$ cat config.mk
export PLATFORM = sky130hd
export DESIGN_NAME = regfile_master
export DESIGN_NICKNAME = d
export VERILOG_FILES = /design/src/rtl/regfile_master.sv
export SDC_FILE = /design/constraint.sdc
export NUM_CORES = 1
export LEC_CHECK = 0
export ABC_AREA = 0
export CELL_PAD_IN_SITES_DETAIL_PLACEMENT = 1
export CELL_PAD_IN_SITES_GLOBAL_PLACEMENT = 1
export CORE_ASPECT_RATIO = 2
export CORE_MARGIN = 2
export CORE_UTILIZATION = 37
export CTS_CLUSTER_DIAMETER = 200
export DETAILED_ROUTE_END_ITERATION = 10
export GPL_TIMING_DRIVEN = 0
export PLACE_DENSITY_LB_ADDON = 0.15
export SETUP_SLACK_MARGIN = 0.2
export SYNTH_ARGS = -nofsm -noshare
export SYNTH_HDL_FRONTEND = slang
export SYNTH_SLANG_ARGS = --single-unit
$ cat constraint.sdc
create_clock -name clk -period 11.2 [get_ports clk]
set_clock_uncertainty 0.2 [all_clocks]
set_input_delay 2.24 -clock clk [delete_from_list [all_inputs] [get_ports clk]]
set_output_delay 2.24 -clock clk [all_outputs]
set_load 0.05 [all_outputs]
$ cat src/rtl/regfile_master.sv
// regfile_master: initiator for the four-phase re/rack, we/wack regfile protocol.
// Optional writeback first, then reads of rs and rt returned over valid/ready.
module regfile_master #(
  parameter int REG_SZ      = 32,
  parameter int SYNC_STAGES = 2,
  parameter int TIMEOUT     = 16
) (
  input  logic              clk,
  input  logic              rst,
  input  logic              cmd_valid,
  output logic              cmd_ready,
  input  logic [4:0]        cmd_rs,
  input  logic [4:0]        cmd_rt,
  input  logic              cmd_wen,
  input  logic [4:0]        cmd_rd,
  input  logic [REG_SZ-1:0] cmd_wdata,
  output logic              rsp_valid,
  input  logic              rsp_ready,
  output logic [REG_SZ-1:0] rsp_rs_val,
  output logic [REG_SZ-1:0] rsp_rt_val,
  output logic              rsp_err,
  output logic [4:0]        r_idx,
  output logic [4:0]        w_idx,
  output logic              re,
  output logic              we,
  output logic [REG_SZ-1:0] din,
  input  logic              rack,
  input  logic              wack,
  input  logic [REG_SZ-1:0] dout
);

  typedef enum logic [2:0] {
    IDLE, W_REQ, W_REL, R1_REQ, R1_REL, R2_REQ, R2_REL, RESP
  } state_t;

  // The FSM register is the last synchronizer stage, so the
  // dedicated chain is one flop shorter than SYNC_STAGES.
  localparam int SD = (SYNC_STAGES > 1) ? SYNC_STAGES - 1 : 1;

  logic [SD-1:0] rack_q, wack_q;
  logic          rack_s, wack_s;
  state_t        state, acc_tgt, wr_tgt;
  logic [4:0]    rs_q, rt_q;
  logic [7:0]    tcnt;
  logic          busy, done, tmo;

  function automatic state_t rd_next(input logic [4:0] s,
                                     input logic [4:0] t);
    if (s != 5'd0) return R1_REQ;
    if (t != 5'd0) return R2_REQ;
    return RESP;
  endfunction

  always_ff @(posedge clk or posedge rst) begin
    if (rst) begin
      rack_q <= '0;
      wack_q <= '0;
    end else begin
      rack_q[0] <= rack;
      wack_q[0] <= wack;
      for (int i = 1; i < SD; i++) begin
        rack_q[i] <= rack_q[i-1];
        wack_q[i] <= wack_q[i-1];
      end
    end
  end

  assign rack_s = rack_q[SD-1];
  assign wack_s = wack_q[SD-1];

  always_comb begin
    busy    = 1'b1;
    done    = 1'b0;
    acc_tgt = cmd_wen ? W_REQ : rd_next(cmd_rs, cmd_rt);
    wr_tgt  = rd_next(rs_q, rt_q);
    tmo     = (tcnt == 8'(TIMEOUT - 1));
    unique case (state)
      W_REQ:          done = wack_s;
      W_REL:          done = ~wack_s;
      R1_REQ, R2_REQ: done = rack_s;
      R1_REL, R2_REL: done = ~rack_s;
      default:        busy = 1'b0;
    endcase
  end

  always_ff @(posedge clk or posedge rst) begin
    if (rst) begin
      state      <= IDLE;
      cmd_ready  <= 1'b0;
      rsp_valid  <= 1'b0;
      rsp_err    <= 1'b0;
      re         <= 1'b0;
      we         <= 1'b0;
      r_idx      <= '0;
      w_idx      <= '0;
      din        <= '0;
      rsp_rs_val <= '0;
      rsp_rt_val <= '0;
      rs_q       <= '0;
      rt_q       <= '0;
      tcnt       <= '0;
    end else begin
      tcnt <= '0;
      if (busy && !done) begin
        if (tmo) begin
          state     <= RESP;
          re        <= 1'b0;
          we        <= 1'b0;
          rsp_err   <= 1'b1;
          rsp_valid <= 1'b1;
        end else begin
          tcnt <= tcnt + 8'd1;
        end
      end else begin
        unique case (state)
          IDLE: begin
            cmd_ready <= ~rack_s & ~wack_s;
            if (cmd_valid && cmd_ready) begin
              cmd_ready  <= 1'b0;
              state      <= acc_tgt;
              rs_q       <= cmd_rs;
              rt_q       <= cmd_rt;
              rsp_rs_val <= '0;
              rsp_rt_val <= '0;
              rsp_valid  <= (acc_tgt == RESP);
              if (cmd_wen) begin
                we    <= 1'b1;
                w_idx <= cmd_rd;
                din   <= cmd_wdata;
              end else if (acc_tgt != RESP) begin
                re    <= 1'b1;
                r_idx <= (acc_tgt == R2_REQ) ? cmd_rt : cmd_rs;
              end
            end
          end
          W_REQ: begin
            we    <= 1'b0;
            state <= W_REL;
          end
          W_REL: begin
            state     <= wr_tgt;
            rsp_valid <= (wr_tgt == RESP);
            if (wr_tgt != RESP) begin
              re    <= 1'b1;
              r_idx <= (wr_tgt == R2_REQ) ? rt_q : rs_q;
            end
          end
          R1_REQ: begin
            re         <= 1'b0;
            rsp_rs_val <= dout;
            state      <= R1_REL;
          end
          R1_REL: begin
            if (rt_q != 5'd0) begin
              re    <= 1'b1;
              r_idx <= rt_q;
              state <= R2_REQ;
            end else begin
              rsp_valid <= 1'b1;
              state     <= RESP;
            end
          end
          R2_REQ: begin
            re         <= 1'b0;
            rsp_rt_val <= dout;
            state      <= R2_REL;
          end
          R2_REL: begin
            rsp_valid <= 1'b1;
            state     <= RESP;
          end
          RESP: begin
            if (rsp_ready) begin
              rsp_valid <= 1'b0;
              rsp_err   <= 1'b0;
              state     <= IDLE;
              cmd_ready <= ~rack_s & ~wack_s;
            end
          end
          default: state <= IDLE;
        endcase
      end
    end
  end

endmodule

Yosys cells after proc, flatten, opt, wreduce, memory -nomap -nowiden. Index checks and enable logic that the tools add are counted. W data, S select, Z words.

Flip-flop bits (word level): 134. Logic and storage cells: 140.

Add/subtract/negate cells: 1. Equal/unequal tests: 29. Muxes and demuxes: 59. Bitwise logic cells: 4. Reduce and logical (&&, ||, !) cells: 31.

Operators by type and width (number): $pmux W32 S2 (2); $mux W3 (13); $mux W5 (7); $mux W32 (1); $ne A3 B3 Y1 const B (10); $mux W1 (26); $reduce_bool A5 Y1 (5); $eq A3 B3 Y1 const B (8); $pmux W3 S8 (1); $reduce_and A3 Y1 (6); $mux W8 (2); $pmux W5 S3 (1); $ne A2 B2 Y1 const B (7); $reduce_and A7 Y1 (2); $reduce_bool A2 Y1 (5); $add A8 B1 Y8 const B (1); $eq A8 B4 Y1 const B (1); $pmux W1 S4 (2); $reduce_and A4 Y1 (2); $eq A3 B2 Y1 const B (2); $reduce_bool A3 Y1 (2); $reduce_bool A6 Y1 (1); $reduce_or A6 Y1 (1); $pmux W1 S5 (1); 10 further kinds (15).

Depth between registers and ports, before layout.
Depth in word-level cells: 12. Depth in mapped cells: 7. Mapped depth without buffers: 6.

Least setup slack after synthesis. No wires, ideal clock.

Kind: in2reg. From: in cmd_rs[0]. To: reg r_idx[0]. Library setup time: 128 ps. Arrival: 3596 ps. Setup slack: 7276 ps. Stages on the path: 5. Cell sequence: or4_4 > nor3_4 > nand4_1 > nand3_2 > mux2_1.

Word-level cells in the longest chain between the ends: 10. Elaborated cells between the ends (all ways): 13.

Ends and longest elaborated chain: start: declaration (RTL line 12) `input logic [4:0] cmd_rs,`; $reduce_bool A5 Y1 (RTL line 49) `if (s != 5'd0) return R1_REQ;`; $mux W1 (RTL line 49); $mux W3 (RTL line 50) `if (t != 5'd0) return R2_REQ;`; $mux W3 (RTL line 74) `acc_tgt = cmd_wen ? W_REQ : rd_next(cmd_rs, cmd_rt);`; $eq A3 B3 Y1 (RTL line 132) `r_idx <= (acc_tgt == R2_REQ) ? cmd_rt : cmd_rs;`; $mux W5 (RTL line 132); $mux W5 (RTL line 130) `end else if (acc_tgt != RESP) begin`; $mux W5 (RTL line 126) `if (cmd_wen) begin`; $mux W5 (RTL line 118) `if (cmd_valid && cmd_ready) begin`; $pmux W5 S3 (RTL line 115) `unique case (state)`; end signal: assignment (RTL line 132); end signal: assignment (RTL line 145) `r_idx <= (wr_tgt == R2_REQ) ? rt_q : rs_q;`; end signal: assignment (RTL line 156) `r_idx <= rt_q;`; end: declaration (RTL line 22) `output logic [4:0] r_idx,`.

Several ways; a longest one is shown, not always the timed one. The select of a mux whose other input is x is not followed. A chain may end at the register's enable or synchronous reset.

Worst setup path after layout.
From: in cmd_rs[0]. To: reg r_idx[1].

Word-level cells in the longest chain between the ends: 10. Elaborated cells between the ends (all ways): 13.

Ends and longest elaborated chain (RTL line): $reduce_bool A5 Y1 (*) (49); $mux W1 (*) (49); $mux W3 (*) (50); $mux W3 (*) (74); $eq A3 B3 Y1 (132); $mux W5 (132); $mux W5 (130); $mux W5 (126); $mux W5 (118); $pmux W5 S3 (115).

Every way passes the cells marked *; elsewhere a longest branch is shown, timed or not. The select of a mux whose other input is x is not followed.

==> Implementation_results.wiki <==
{| class="wikitable"
! Metric !! Value
|-
| Run status || finished, final reports clean
|-
| DP Wirelength || 14500 microns
|-
| Cells resized by post-CTS repair || 0
|-
| Area of the die || 16500 sq um
|-
| Number of synthesized flops with an enable pin || 0
|-
| Crit path kind || in -> reg
|-
| FFs w/ async S/R, synth || 1.00
|-
| Top-level port count || 197
|-
| Total Power Consumption || 0.00298 W
|-
| Detailed router's first-iteration violation count || 125
|-
| Crit end category || flop
|-
| Residual overflow from global routing || 0
|-
| CTS Buf Count || 17
|-
| Root Buffer || sky130_fd_sc_hd__clkbuf_16
|-
| Cells after synthesis || roughly 540
|-
| Number of global-route vias before repair || 5612
|-
| Detailed-router iteration count before antenna repair || 4
|-
| Antenna diode count || 0
|-
| DRT antenna net count || 0
|-
| Unrepaired setup endpoints after global routing || false
|-
| Final hold violations || 0
|-
| Critical register-to-register path endpoint || r_idx[1]$_DFFE_PP0P_
|-
| Clock Sink Count || between 100 and 150
|-
| Max-capacitance violation count || 0
|-
| Startpoint type of the worst setup path || primary input
|-
| Number of core rows || 64
|-
| Transition time at the pin with the least slew margin || 0.575 ns
|-
| Initial core utilization || 0.375
|-
| Startpoint of the worst-slack reg-to-reg timing path || rs_q[0]$_DFFE_PP0P_
|-
| Global Route Usage Sum || 0.245
|-
| Multi-input gate area || 2200 sq um
|-
| Minimum setup slack after placement || about 6.6 ns
|-
| Final layout net count || 847
|-
| Library cells used by synthesis || 50
|-
| Die height || 180 microns
|-
| Total Routed Length || approximately 20000 microns
|-
| Clock slew at the register clock pins of the worst setup and hold paths || 0.06 ns
|-
| First-pass GRT wire length || 31000 microns
|-
| Average detailed-routed wire length per instance || approximately 20 microns
|-
| Power density cells || 349 nW/um^2
|-
| Number of cells on the worst reg-to-reg path || 5
|-
| Placer's final routability congestion estimate || 0.853
|-
| Internal reg-to-reg setup slack || ~8.9 ns
|-
| Clock insertion delay at the later pin of the skew report || approximately 0.41 ns
|-
| Fin Setup TNS || 0 ns
|-
| Rel. slew slack || 0.612
|-
| Hold buffers post-CTS || 0
|-
| Post-CTS repair timing setup buffer count || 0
|-
| Core footprint || 15200 sq um
|-
| Fin crit share || 0.374
|-
| Net count after synthesis || 631
|-
| Layout area overhead || 49.6%
|-
| Final count of pins violating max slew || 0
|-
| Min-delay worst type || reg -> reg
|-
| Maximum VDD drop || 0.148 mV
|-
| Average instance area after synthesis || 10.5 sq um
|-
| Leakage || 3.75 nW
|-
| Count of input and output buffers || 196
|-
| Number of remaining DRC errors || 0
|-
| Total via count after detailed routing || 4976
|-
| Number of antenna violations at the first check in global routing || 0
|-
| End point of the most critical hold path || din[5]$_DFFE_PP0P_
|-
| Number of setup violations in the final report || 0
|-
| Die X || 91.9 microns
|-
| Maximum fanout count along the critical path || 8
|-
| Clock tree from TritonCTS || yes
|-
| Share of layout cells above drive strength 1 || 0.0918
|-
| Cell area after synthesis || 5710 sq um
|-
| Synthesis-stage register bit count || about 130
|-
| Highest attainable clock frequency || approximately 240 MHz
|-
| Clock Path Buffers || 2
|-
| Proportion of synthesized chip area in sequential cells || 0.587
|-
| Smallest setup slack after layout || 7.01 ns
|-
| Min-Delay Path Depth || 1
|-
| Critical path arrival || 4.28 ns
|-
| Footprint of the flip-flops and latches || around 3400 sq um
|-
| Count of filler cells inserted in the layout || approximately 1700
|-
| Maximum number of pins on one net before global-route repair || 81
|-
| CP required || 11.29 ns
|-
| Most used flip-flop cell after synthesis || sky130_fd_sc_hd__dfrtp_1
|-
| H-tree depth || 4
|-
| Shortest period the worst path allows || 4.19 ns
|-
| Per-cell via count in the routed design || approximately 5
|-
| Worst Hold Launch || din[5]$_DFFE_PP0P_
|-
| Synthesis warning total || 0
|}
==> where the power goes <==
group	internal, W	switching, W
Sequential	0.000696	0.000129
Clock	0.000359	0.000201
Combinational	0.000521	0.00107
==> cell usage in the layout (no fill, tap or decap), drive strengths merged, types with 4 or more instances in the layout <==
cell           netlist  layout
clkdlybuf4s50        0     196
nand2              143     143
dfrtp              134     134
o21ai               70      70
mux2                53      53
clkbuf              23      45
a21oi               19      19
nor2                17      17
buf                 11      12
o22ai                7       7
clkinv               0       6
nand3                6       6
nor3                 6       6
a22oi                5       5
or3                  4       4
inv                  4       4
==> logic make-up after synthesis <==
kind of cell	Yosys count	share of synthesized area
AOI/OAI and AO/OA	118	0.119
xor gates and xnor gates	6	0.00920
adders and majority gates	1	0.00219
buffers and inverters	38	0.0278
DFF	134	0.587
muxes	55	0.108
and+or+nand+nor	192	0.147
==> metrics by stage <==
step	cell area, sq um	hold slack, ns	utilization	instances
floorplan	5710	0.233	-	544
global placement	7920	0.253	0.521	938
detailed placement	7950	0.279	0.523	939
CTS	8550	0.286	0.562	971
global route	8550	0.314	0.562	971
finish	8550	0.288	0.562	971
==> per-layer routing <==
layer  vias to the layer above  wire length, microns  track usage  part of all wire
met3                        49                   867       0.0524             0.044
met5                         -                     0            0                 0
met4                         0                   745        0.121             0.038
li1                       2285                     -            -                 -
met1                      2477                  6810        0.247              0.35
met2                       165                 11100        0.463              0.57
==> sequential cells by signal, indices dropped and copies added (netlist names) <==
register / count
cmd_ready: 1
din: 32
r_idx: 5
rack_q: 1
re: 1
rs_q: 5
rsp_err: 1
rsp_rs_val: 32
rsp_rt_val: 32
rsp_valid: 1
rt_q: 5
state: 3
tcnt: 8
w_idx: 5
wack_q: 1
we: 1
==> worst max-delay path by stage <==
stage / start / to / slack [ns] / cells past startpoint
2_1_floorplan: rst / cmd_ready$_DFFE_PP0P_ / 5.18 / 1
3_3_place_gp: rst / rt_q[1]$_DFFE_PP0P_ / 3.44 / 2
3_5_place_dp: cmd_rs[0] / r_idx[1]$_DFFE_PP0P_ / 6.59 / 6
4_1_cts: cmd_rs[0] / r_idx[1]$_DFFE_PP0P_ / 7.02 / 6
5_1_grt: cmd_rs[0] / r_idx[1]$_DFFE_PP0P_ / 6.89 / 6
6_report: cmd_rs[0] / r_idx[1]$_DFFE_PP0P_ / 7.01 / 6
==> worst max-delay path: stages <==
cell	delay (ns)
sky130_fd_sc_hd__clkdlybuf4s50_1	0.45
sky130_fd_sc_hd__or4_4	0.58
sky130_fd_sc_hd__nor3_4	0.33
sky130_fd_sc_hd__nand4_1	0.16
sky130_fd_sc_hd__nand3_2	0.17
sky130_fd_sc_hd__mux2_1	0.34
==> synth_stat cells (3+ instances only) <==
cell type | number | area share
sky130_fd_sc_hd__nand3_1 | 5 | 0.0044
sky130_fd_sc_hd__mux2_2 | 18 | 0.035
sky130_fd_sc_hd__mux2_1 | 35 | 0.069
sky130_fd_sc_hd__inv_1 | 3 | 0.0020
sky130_fd_sc_hd__nor2_1 | 16 | 0.011
sky130_fd_sc_hd__xnor2_1 | 3 | 0.0046
sky130_fd_sc_hd__clkbuf_1 | 23 | 0.015
sky130_fd_sc_hd__nand2_1 | 142 | 0.093
sky130_fd_sc_hd__o22ai_1 | 7 | 0.0077
sky130_fd_sc_hd__nor3_1 | 4 | 0.0035
sky130_fd_sc_hd__nand2b_1 | 3 | 0.0033
sky130_fd_sc_hd__or3_1 | 3 | 0.0033
sky130_fd_sc_hd__a2bb2oi_1 | 3 | 0.0046
sky130_fd_sc_hd__a22oi_1 | 5 | 0.0066
sky130_fd_sc_hd__a21oi_1 | 19 | 0.017
sky130_fd_sc_hd__buf_2 | 10 | 0.0088
sky130_fd_sc_hd__o21ai_0 | 63 | 0.055
sky130_fd_sc_hd__o21ai_1 | 7 | 0.0061
sky130_fd_sc_hd__o211ai_1 | 3 | 0.0039
sky130_fd_sc_hd__o21a_1 | 3 | 0.0039
sky130_fd_sc_hd__xor2_1 | 3 | 0.0046
sky130_fd_sc_hd__dfrtp_1 | 134 | 0.59
==> cell type report <==
type                       count  area share
sequential                   134       0.392
multi-input combinational    372       0.257
timing repair buffer         197       0.233
clock buffer                  22      0.0543
tap                          198      0.0290
buffer                        34      0.0168
clock inverter                10      0.0149
inverter                       4     0.00234
(Power assumes the default switching activity.)
